File: src/rtl/qa_write_credit_gate.sv
// Buffers client writes and issues them to qa_driver under an outstanding-write
// credit ceiling; a fence drains buffered and in-flight writes before completing.
module qa_write_credit_gate #(
  parameter int CCI_ADDR_WIDTH  = 32,
  parameter int CCI_DATA_WIDTH  = 512,
  parameter int FIFO_DEPTH      = 4,
  parameter int MAX_OUTSTANDING = 64
) (
  input  logic                                 clk,
  input  logic                                 reset,
  input  logic [CCI_ADDR_WIDTH-1:0]            wr_addr,
  input  logic [CCI_DATA_WIDTH-1:0]            wr_data,
  input  logic                                 wr_enable,
  output logic                                 wr_rdy,
  input  logic                                 fence_req,
  output logic                                 fence_rdy,
  output logic                                 fence_done,
  output logic [CCI_ADDR_WIDTH-1:0]            mem_write_addr,
  output logic [CCI_DATA_WIDTH-1:0]            mem_write_data,
  output logic                                 mem_write_enable,
  input  logic                                 mem_write_rdy,
  input  logic [1:0]                           mem_write_ack,
  output logic [$clog2(MAX_OUTSTANDING+1)-1:0] outstanding,
  output logic                                 ack_underflow
);

  localparam int PW = $clog2(FIFO_DEPTH);
  localparam int CW = $clog2(FIFO_DEPTH + 1);
  localparam int OW = $clog2(MAX_OUTSTANDING + 1);
  localparam int SW = OW + 1;

  localparam logic [CW-1:0] FIFO_FULL_C = CW'(FIFO_DEPTH);
  localparam logic [CW-1:0] CNT_ONE_C   = CW'(1);
  localparam logic [PW-1:0] PTR_ONE_C   = PW'(1);
  localparam logic [OW-1:0] MAX_OUT_C   = OW'(MAX_OUTSTANDING);

  typedef enum logic [1:0] {
    RUN   = 2'd0,
    DRAIN = 2'd1,
    DONE  = 2'd2
  } state_t;

  state_t r_state;
  state_t w_state_next;

  logic                      r_active;
  logic [CCI_ADDR_WIDTH-1:0] r_addr_mem [FIFO_DEPTH];
  logic [CCI_DATA_WIDTH-1:0] r_data_mem [FIFO_DEPTH];
  logic [PW-1:0]             r_wptr;
  logic [PW-1:0]             r_rptr;
  logic [CW-1:0]             r_count;
  logic [CW-1:0]             w_count_next;
  logic [OW-1:0]             r_outstanding;
  logic [OW-1:0]             w_outstanding_next;
  logic                      r_ack_underflow;
  logic                      w_underflow_now;
  logic [SW-1:0]             w_credit_sum;
  logic [SW-1:0]             w_ack_ext;

  logic w_full;
  logic w_empty;
  logic w_in_run;
  logic w_enq;
  logic w_deq;
  logic w_fence_acc;

  // r_active holds the ready outputs low until the first edge after reset.
  assign w_full      = (r_count == FIFO_FULL_C);
  assign w_empty     = (r_count == {CW{1'b0}});
  assign w_in_run    = r_active && (r_state == RUN);
  assign w_enq       = wr_enable && !w_full && w_in_run;
  assign w_deq       = !w_empty && mem_write_rdy && (r_outstanding < MAX_OUT_C);
  assign w_fence_acc = fence_req && w_in_run;

  // Issue and ack fold into one credit update; excess acks clamp to zero.
  always_comb begin
    w_credit_sum       = {1'b0, r_outstanding} + {{OW{1'b0}}, w_deq};
    w_ack_ext          = SW'(mem_write_ack);
    w_underflow_now    = 1'b0;
    w_outstanding_next = r_outstanding;
    if (w_ack_ext > w_credit_sum) begin
      w_underflow_now    = 1'b1;
      w_outstanding_next = {OW{1'b0}};
    end else begin
      w_underflow_now    = 1'b0;
      w_outstanding_next = OW'(w_credit_sum - w_ack_ext);
    end
  end

  // FIFO occupancy after this cycle's enqueue and dequeue.
  always_comb begin
    w_count_next = r_count;
    case ({w_enq, w_deq})
      2'b10:   w_count_next = r_count + CNT_ONE_C;
      2'b01:   w_count_next = r_count - CNT_ONE_C;
      default: w_count_next = r_count;
    endcase
  end

  // Fence sequencing: accept in RUN, wait for buffer and credits to empty, pulse done.
  always_comb begin
    w_state_next = r_state;
    case (r_state)
      RUN: begin
        if (w_fence_acc) begin
          w_state_next = DRAIN;
        end else begin
          w_state_next = RUN;
        end
      end
      DRAIN: begin
        if (w_empty && (w_outstanding_next == {OW{1'b0}})) begin
          w_state_next = DONE;
        end else begin
          w_state_next = DRAIN;
        end
      end
      DONE:    w_state_next = RUN;
      default: w_state_next = RUN;
    endcase
  end

  // Control state, pointers, occupancy and credit counter.
  always_ff @(posedge clk or posedge reset) begin
    if (reset) begin
      r_state         <= RUN;
      r_active        <= 1'b0;
      r_wptr          <= {PW{1'b0}};
      r_rptr          <= {PW{1'b0}};
      r_count         <= {CW{1'b0}};
      r_outstanding   <= {OW{1'b0}};
      r_ack_underflow <= 1'b0;
    end else begin
      r_state       <= w_state_next;
      r_active      <= 1'b1;
      r_count       <= w_count_next;
      r_outstanding <= w_outstanding_next;
      if (w_underflow_now) begin
        r_ack_underflow <= 1'b1;
      end
      if (w_enq) begin
        r_wptr <= r_wptr + PTR_ONE_C;
      end
      if (w_deq) begin
        r_rptr <= r_rptr + PTR_ONE_C;
      end
    end
  end

  // Payload storage needs no reset; occupancy alone decides validity.
  always_ff @(posedge clk) begin
    if (w_enq) begin
      r_addr_mem[r_wptr] <= wr_addr;
      r_data_mem[r_wptr] <= wr_data;
    end
  end

  assign wr_rdy           = w_in_run && !w_full;
  assign fence_rdy        = w_in_run;
  assign fence_done       = (r_state == DONE);
  assign mem_write_enable = w_deq;
  assign mem_write_addr   = r_addr_mem[r_rptr];
  assign mem_write_data   = r_data_mem[r_rptr];
  assign outstanding      = r_outstanding;
  assign ack_underflow    = r_ack_underflow;

endmodule

File: config.mk
export PLATFORM = sky130hd
export DESIGN_NAME = qa_write_credit_gate
export DESIGN_NICKNAME = d
export VERILOG_FILES = /design/src/rtl/qa_write_credit_gate.sv
export SDC_FILE = /design/constraint.sdc
export NUM_CORES = 1
export LEC_CHECK = 0
export ABC_AREA = 1
export BUFFER_PORTS_ARGS = -buffer_cell sky130_fd_sc_hd__buf_2
export CAP_MARGIN = 40
export CORE_MARGIN = 5
export CORE_UTILIZATION = 40
export DETAILED_ROUTE_END_ITERATION = 10
export GPL_TIMING_DRIVEN = 0
export PLACE_DENSITY = 0.59
export SYNTH_ARGS = -nofsm -noshare
export SYNTH_HDL_FRONTEND = slang
export SYNTH_SLANG_ARGS = --single-unit
File: constraint.sdc
create_clock -name clk -period 30.7 [get_ports clk]
set_input_delay 4.605 -clock clk [delete_from_list [all_inputs] [get_ports clk]]
set_output_delay 4.605 -clock clk [all_outputs]
set_load 0.005 [all_outputs]
* After elaboration in Yosys (flattened, before gate mapping)
Memory sizes are Yosys's and may differ from the RTL's. Index checks and enable logic that the tools add are counted.
Operators by class: equality and inequality tests 5, $lt $le $gt $ge 2, reductions and logical operators 14, muxes and demuxes 8, add/subtract/negate cells 6
Operator list (count):
- 7-bit by 1-bit adder with 8-bit output | 1
- 2-bit by 8-bit > comparator with 1-bit output | 1
- 1-bit logical AND | 8
- 7-bit logical NOT | 1
- 7-bit less-than comparator (second input constant) | 1
- 7-bit 2-to-1 mux | 1
- 7-bit by 2-bit subtractor with 7-bit output | 1
- 3-bit case mux with 2 select lines | 1
- 2-bit by 1-bit adder with 2-bit output (second input constant) | 2
- 2-bit by 1-bit equality test with 1-bit output (second input constant) | 2
- 2-bit equality test (second input constant) | 2
- 1-bit 2-to-1 mux | 4
- 2-bit case mux with 2 select lines | 1
- 3-bit by 1-bit adder with 3-bit output (second input constant) | 1
- 3-bit equality test (second input constant) | 1
- 3-bit logical NOT | 1
- 3-bit by 1-bit subtractor with 3-bit output (second input constant) | 1
- 1-bit logical NOT | 2
- 2-bit logical NOT | 1
- 2-bit 2-to-1 mux | 1
- 2-bit nonzero test | 1
Word-level totals: RAM bits 2176, memories kept 2, flip-flop bits (word level) 18, output and inout port bits 556, logic and storage cells 44
Memories:
- r_data_mem | depth 4, bits a word 512, read ports 1, clocked after Yosys merged registers in 0, write ports 1, line 48 | logic [CCI_DATA_WIDTH-1:0] r_data_mem [FIFO_DEPTH];
- r_addr_mem | depth 4, bits a word 32, read ports 1, clocked after Yosys merged registers in 0, write ports 1, line 47 | logic [CCI_ADDR_WIDTH-1:0] r_addr_mem [FIFO_DEPTH];

* Logic depth before layout (Yosys ltp)
word-level depth 11, mapped depth 18

* Worst setup path before layout
No wires, ideal clock.
kind in2reg, start input wr_enable, end memory r_addr_mem[0][0], enable pin, setup time 1467 ps, path slack 1930 ps, required time 29233 ps, arrival time 27303 ps, stages 2, path through nand2_1 > nor2_1
On the way: longest elaborated chain between the ends 4
Ends and longest elaborated chain:
- start: declaration | line 13 | input logic wr_enable,
- 1-bit logical AND (2 in series) | line 71 | assign w_enq = wr_enable && !w_full && w_in_run;
- 1-bit 2-to-1 mux | line 152 | if (w_enq) begin
- 1-bit 2-to-1 mux (not written as such) | line 153 | r_addr_mem[r_wptr] <= wr_addr;
- end: declaration | line 47
No other way between the ends.

* Worst setup path after layout
start input mem_write_rdy, end output mem_write_enable
On the way: longest elaborated chain between the ends 2
Ends and longest elaborated chain:
- start: declaration | line 21 | input logic mem_write_rdy,
- 1-bit logical AND (2 in series) | line 72 | assign w_deq = !w_empty && mem_write_rdy && (r_outstanding < MAX_OUT_C);
- end: declaration | line 20 | output logic mem_write_enable,
No other way between the ends.

==> summary.md <==
| Metric | Value |
|---|---|
| Initial antenna violation count | 169 |
| Ys Warns | 0 |
| Detailed Route Iter0 Violations | 5,322 |
| Detailed Route WL | 263 mm |
| Rel. slew slack | 0.365 |
| PostCTS Resize Cnt | 0 |
| Port Buf Inserts | 1,106 |
| Hold depth | 1 |
| Number of post-CTS setup repair buffers | 0 |
| Final Net Count | 7,449 |
| Site Rows | 165 |
| Sequential fraction of the synthesis area | 0.811 |
| Initial Util | 0.401 |
| Number of max-cap violations | 0 |
| Top Family by Delay on Critical Path | simple AND/OR/NAND/NOR gates |
| Post-detail-place hpwl | 189 mm |
| Fin crit share | 0.331 |
| I/O Pins | 1,107 |
| Latest clock arrival within the worst-skew pair | 880 ps |
| Die height | 460 µm |
| RSZ-0062 raised after global routing | false |
| Share of cells above drive strength 1 | 0.233 |
| Total Routing Usage GR | 0.239 |
| Most common flop cell mapped by yosys | edfxtp_1 |
| CP peak stage delay | 570 ps |
| Crit path required time | 26,100 ps |
| Leakage | 33.7 nW |
| EDFF count, synth | 2,176 |
| First-pass GRT wire length | 369 mm |
| Die ar. | 212,000 µm² |
| Setup TNS | 0 ps |
| Worst Tran Pin Value | 953 ps |
| CTS root buf | clkbuf_16 |
| Sequential cell area | 65,800 µm² |
| Routability Congestion | 0.852 |
| Cell count along the critical path | 4 |
| CP bufs+invs | 3 |
| Clk_skew | 102 ps |
| Utilization of the core after routing | 0.493 |
| Multi-input logic area | 13,700 µm² |
| Dpl ws | 20,510 ps |
| Cell mode on critical path | buf_2 |
| # fillers | 17,300 |
| Async SR Flop Fraction | 0.00820 |
| Count leader, synth | edfxtp_1 |
| Synth top cells by count | 2,176 x edfxtp_1, 1,104 x nor2_1, 1,091 x o21ai_0 |
| Critical Path Sink Type | output port |
| Total congestion overflow | 0 |
| Syn_nets | 6,006 |
| DRT antenna net count | 0 |
| Status | completed |
| Die width | 460 µm |
| CP arrival | 5560 ps |
| WS Path Type | primary input to output port |
| Min-delay worst type | flip-flop to flip-flop |
| Drt pass-1 iters | 6 |
| Vias per inst | 5.42 |
| Period minus WS final | 10,160 ps |
| Count of cell types in the netlist | 34 |
| Final setup violating endpoints | 0 |
| Dominant cell type by area after synthesis | edfxtp_1 |
| R2r worst-path depth | 14 |
| Hold Fails Final Rpt | 0 |
| Worst vdd ir | 58.1 µV |
| Power Density | 92.1 nW/µm² |
| Total CTS buffers | 217 |
| Peak fanout along the critical path | 4 |
| DR DRC count | 0 |
| Vias | 53,300 |
| Flops & latches, synth | 2,194 |
| Area growth syn-to-layout | 22.9% |
| Largest net degree at the start of global routing | 27 |
| Mapped Area | 81,100 µm² |
| Core Box Area | 202,000 µm² |
| Peak Freq | 0.0984 GHz |
| Clk buf depth | 3 |
| Post-synth top area share | 0.805 |
| Slew Limit Fails | 0 |
| Final worst setup slack | 20,540 ps |
| Critical path launch point type | primary input |
| Slowest-stage cell, CP | nor3_1 |
| CP cell instances | buf_2 -> inv_1 -> nor3_1 -> buf_2 |
| Vias in the first global route | 50,700 |
| Mean Syn Cell Area | 14.9 µm² |
| Clk pin slew, worst setup/hold paths | 50 ps |
| Top cells by area, synth | edfxtp_1 81%, o21ai_0 6.7%, nor2_1 5.1% |
| Total clock sinks | 2,194 |
| H-tree depth | 4 |
| CTS tree | yes |
| CTS Hold Bufs | 0 |
| Mapped Cells | 5,442 |
| WL per Instance | 26.7 µm |
## worst reg2reg max path, stage by stage (launching register included)
cell,delay [ps]
dfrtp_1,370
inv_1,70
nand3_1,100
a31oi_1,200
nand2_1,360
nor2_4,630
buf_12,270
buf_12,230
buf_12,220
buf_12,250
buf_12,240
buf_12,230
buf_12,240
buf_16,200
buf_16,180
## logic make-up (layout without fill, tap and decap cells)
family,Yosys count,in the layout,synth area share
AO/OA/AOI/OAI,1641,1641,0.110
XOR/XNOR,6,6,0.000648
adder cells (fa/ha/maj),13,13,0.00219
buffers and inverters,412,2039,0.0211
flip-flops,2194,2194,0.811
other,1,103,0.0000462
AND/OR/NAND/NOR,1175,1175,0.0553
## stage by stage
step                hold WS (ps)  cell area, µm²  instances  total power [W]
floorplan                    460           81100       5442          0.00498
global placement             457           90000       9220          0.00679
detailed placement           457           92600       9338          0.00671
CTS                          470           99500       9741          0.00926
global route                 499           99600       9788          0.00961
finish                       465           99700       9843          0.00918
## metal layers
metal  part of all wire  track usage
met5             0.0023            0
met4              0.047        0.106
met3               0.10       0.0799
met2               0.47        0.383
met1               0.38        0.296
## worst paths after layout
check                                     startpoint  slack (ps)                           end
max                                    mem_write_rdy       20540              mem_write_enable
min                        ack_underflow$_DFFE_PP0N_         470     ack_underflow$_DFFE_PP0N_
max reg2reg                     r_state[0]$_DFF_PP0_       26640  r_data_mem[0][235]$_DFFE_PP_
min reg2reg                ack_underflow$_DFFE_PP0N_         470     ack_underflow$_DFFE_PP0N_
max in group asynchronous                      reset       26310      outstanding[3]$_DFF_PP0_
min in group asynchronous                      reset        3850         r_rptr[0]$_DFFE_PP0P_
## placed cells by master (no fill, tap or decap), types with 11 or more instances in the layout
cell / instances
edfxtp_1: 2176
clkbuf_16: 217
inv_1: 42
buf_16: 34
nand2_1: 43
o21ai_0: 1091
clkinv_1: 66
buf_2: 1211
o22ai_1: 544
ha_1: 11
clkbuf_1: 296
nor2_1: 1100
bufinv_16: 13
clkinv_2: 37
diode_2: 102
buf_12: 73
dfrtp_1: 18
## state kept, by name, indices dropped and copies added (netlist names)
register and flops:
ack_underflow 1, outstanding 7, r_active 1, r_addr_mem 128, r_count 3, r_data_mem 2048
r_rptr 2, r_state 2, r_wptr 2
## final cells by class
cell class | instances | area share
Timing Repair Buffer | 1224 | 0.0808
Antenna cell | 102 | 0.00256
Inverter | 48 | 0.00186
Clock inverter | 138 | 0.0129
Tap cell | 2672 | 0.0335
Clock buffer | 265 | 0.0563
Sequential cell | 2194 | 0.660
Buffer | 364 | 0.0153
Multi-Input combinational cell | 2836 | 0.137
## report_power, final
part           internal [W]  total (W)  switching, W
Combinational      0.000965    0.00321       0.00224
Clock               0.00142    0.00256       0.00115
Sequential          0.00338    0.00341     0.0000225
Total               0.00577    0.00918       0.00341
No activity file was read; power rests on OpenSTA's default activity.
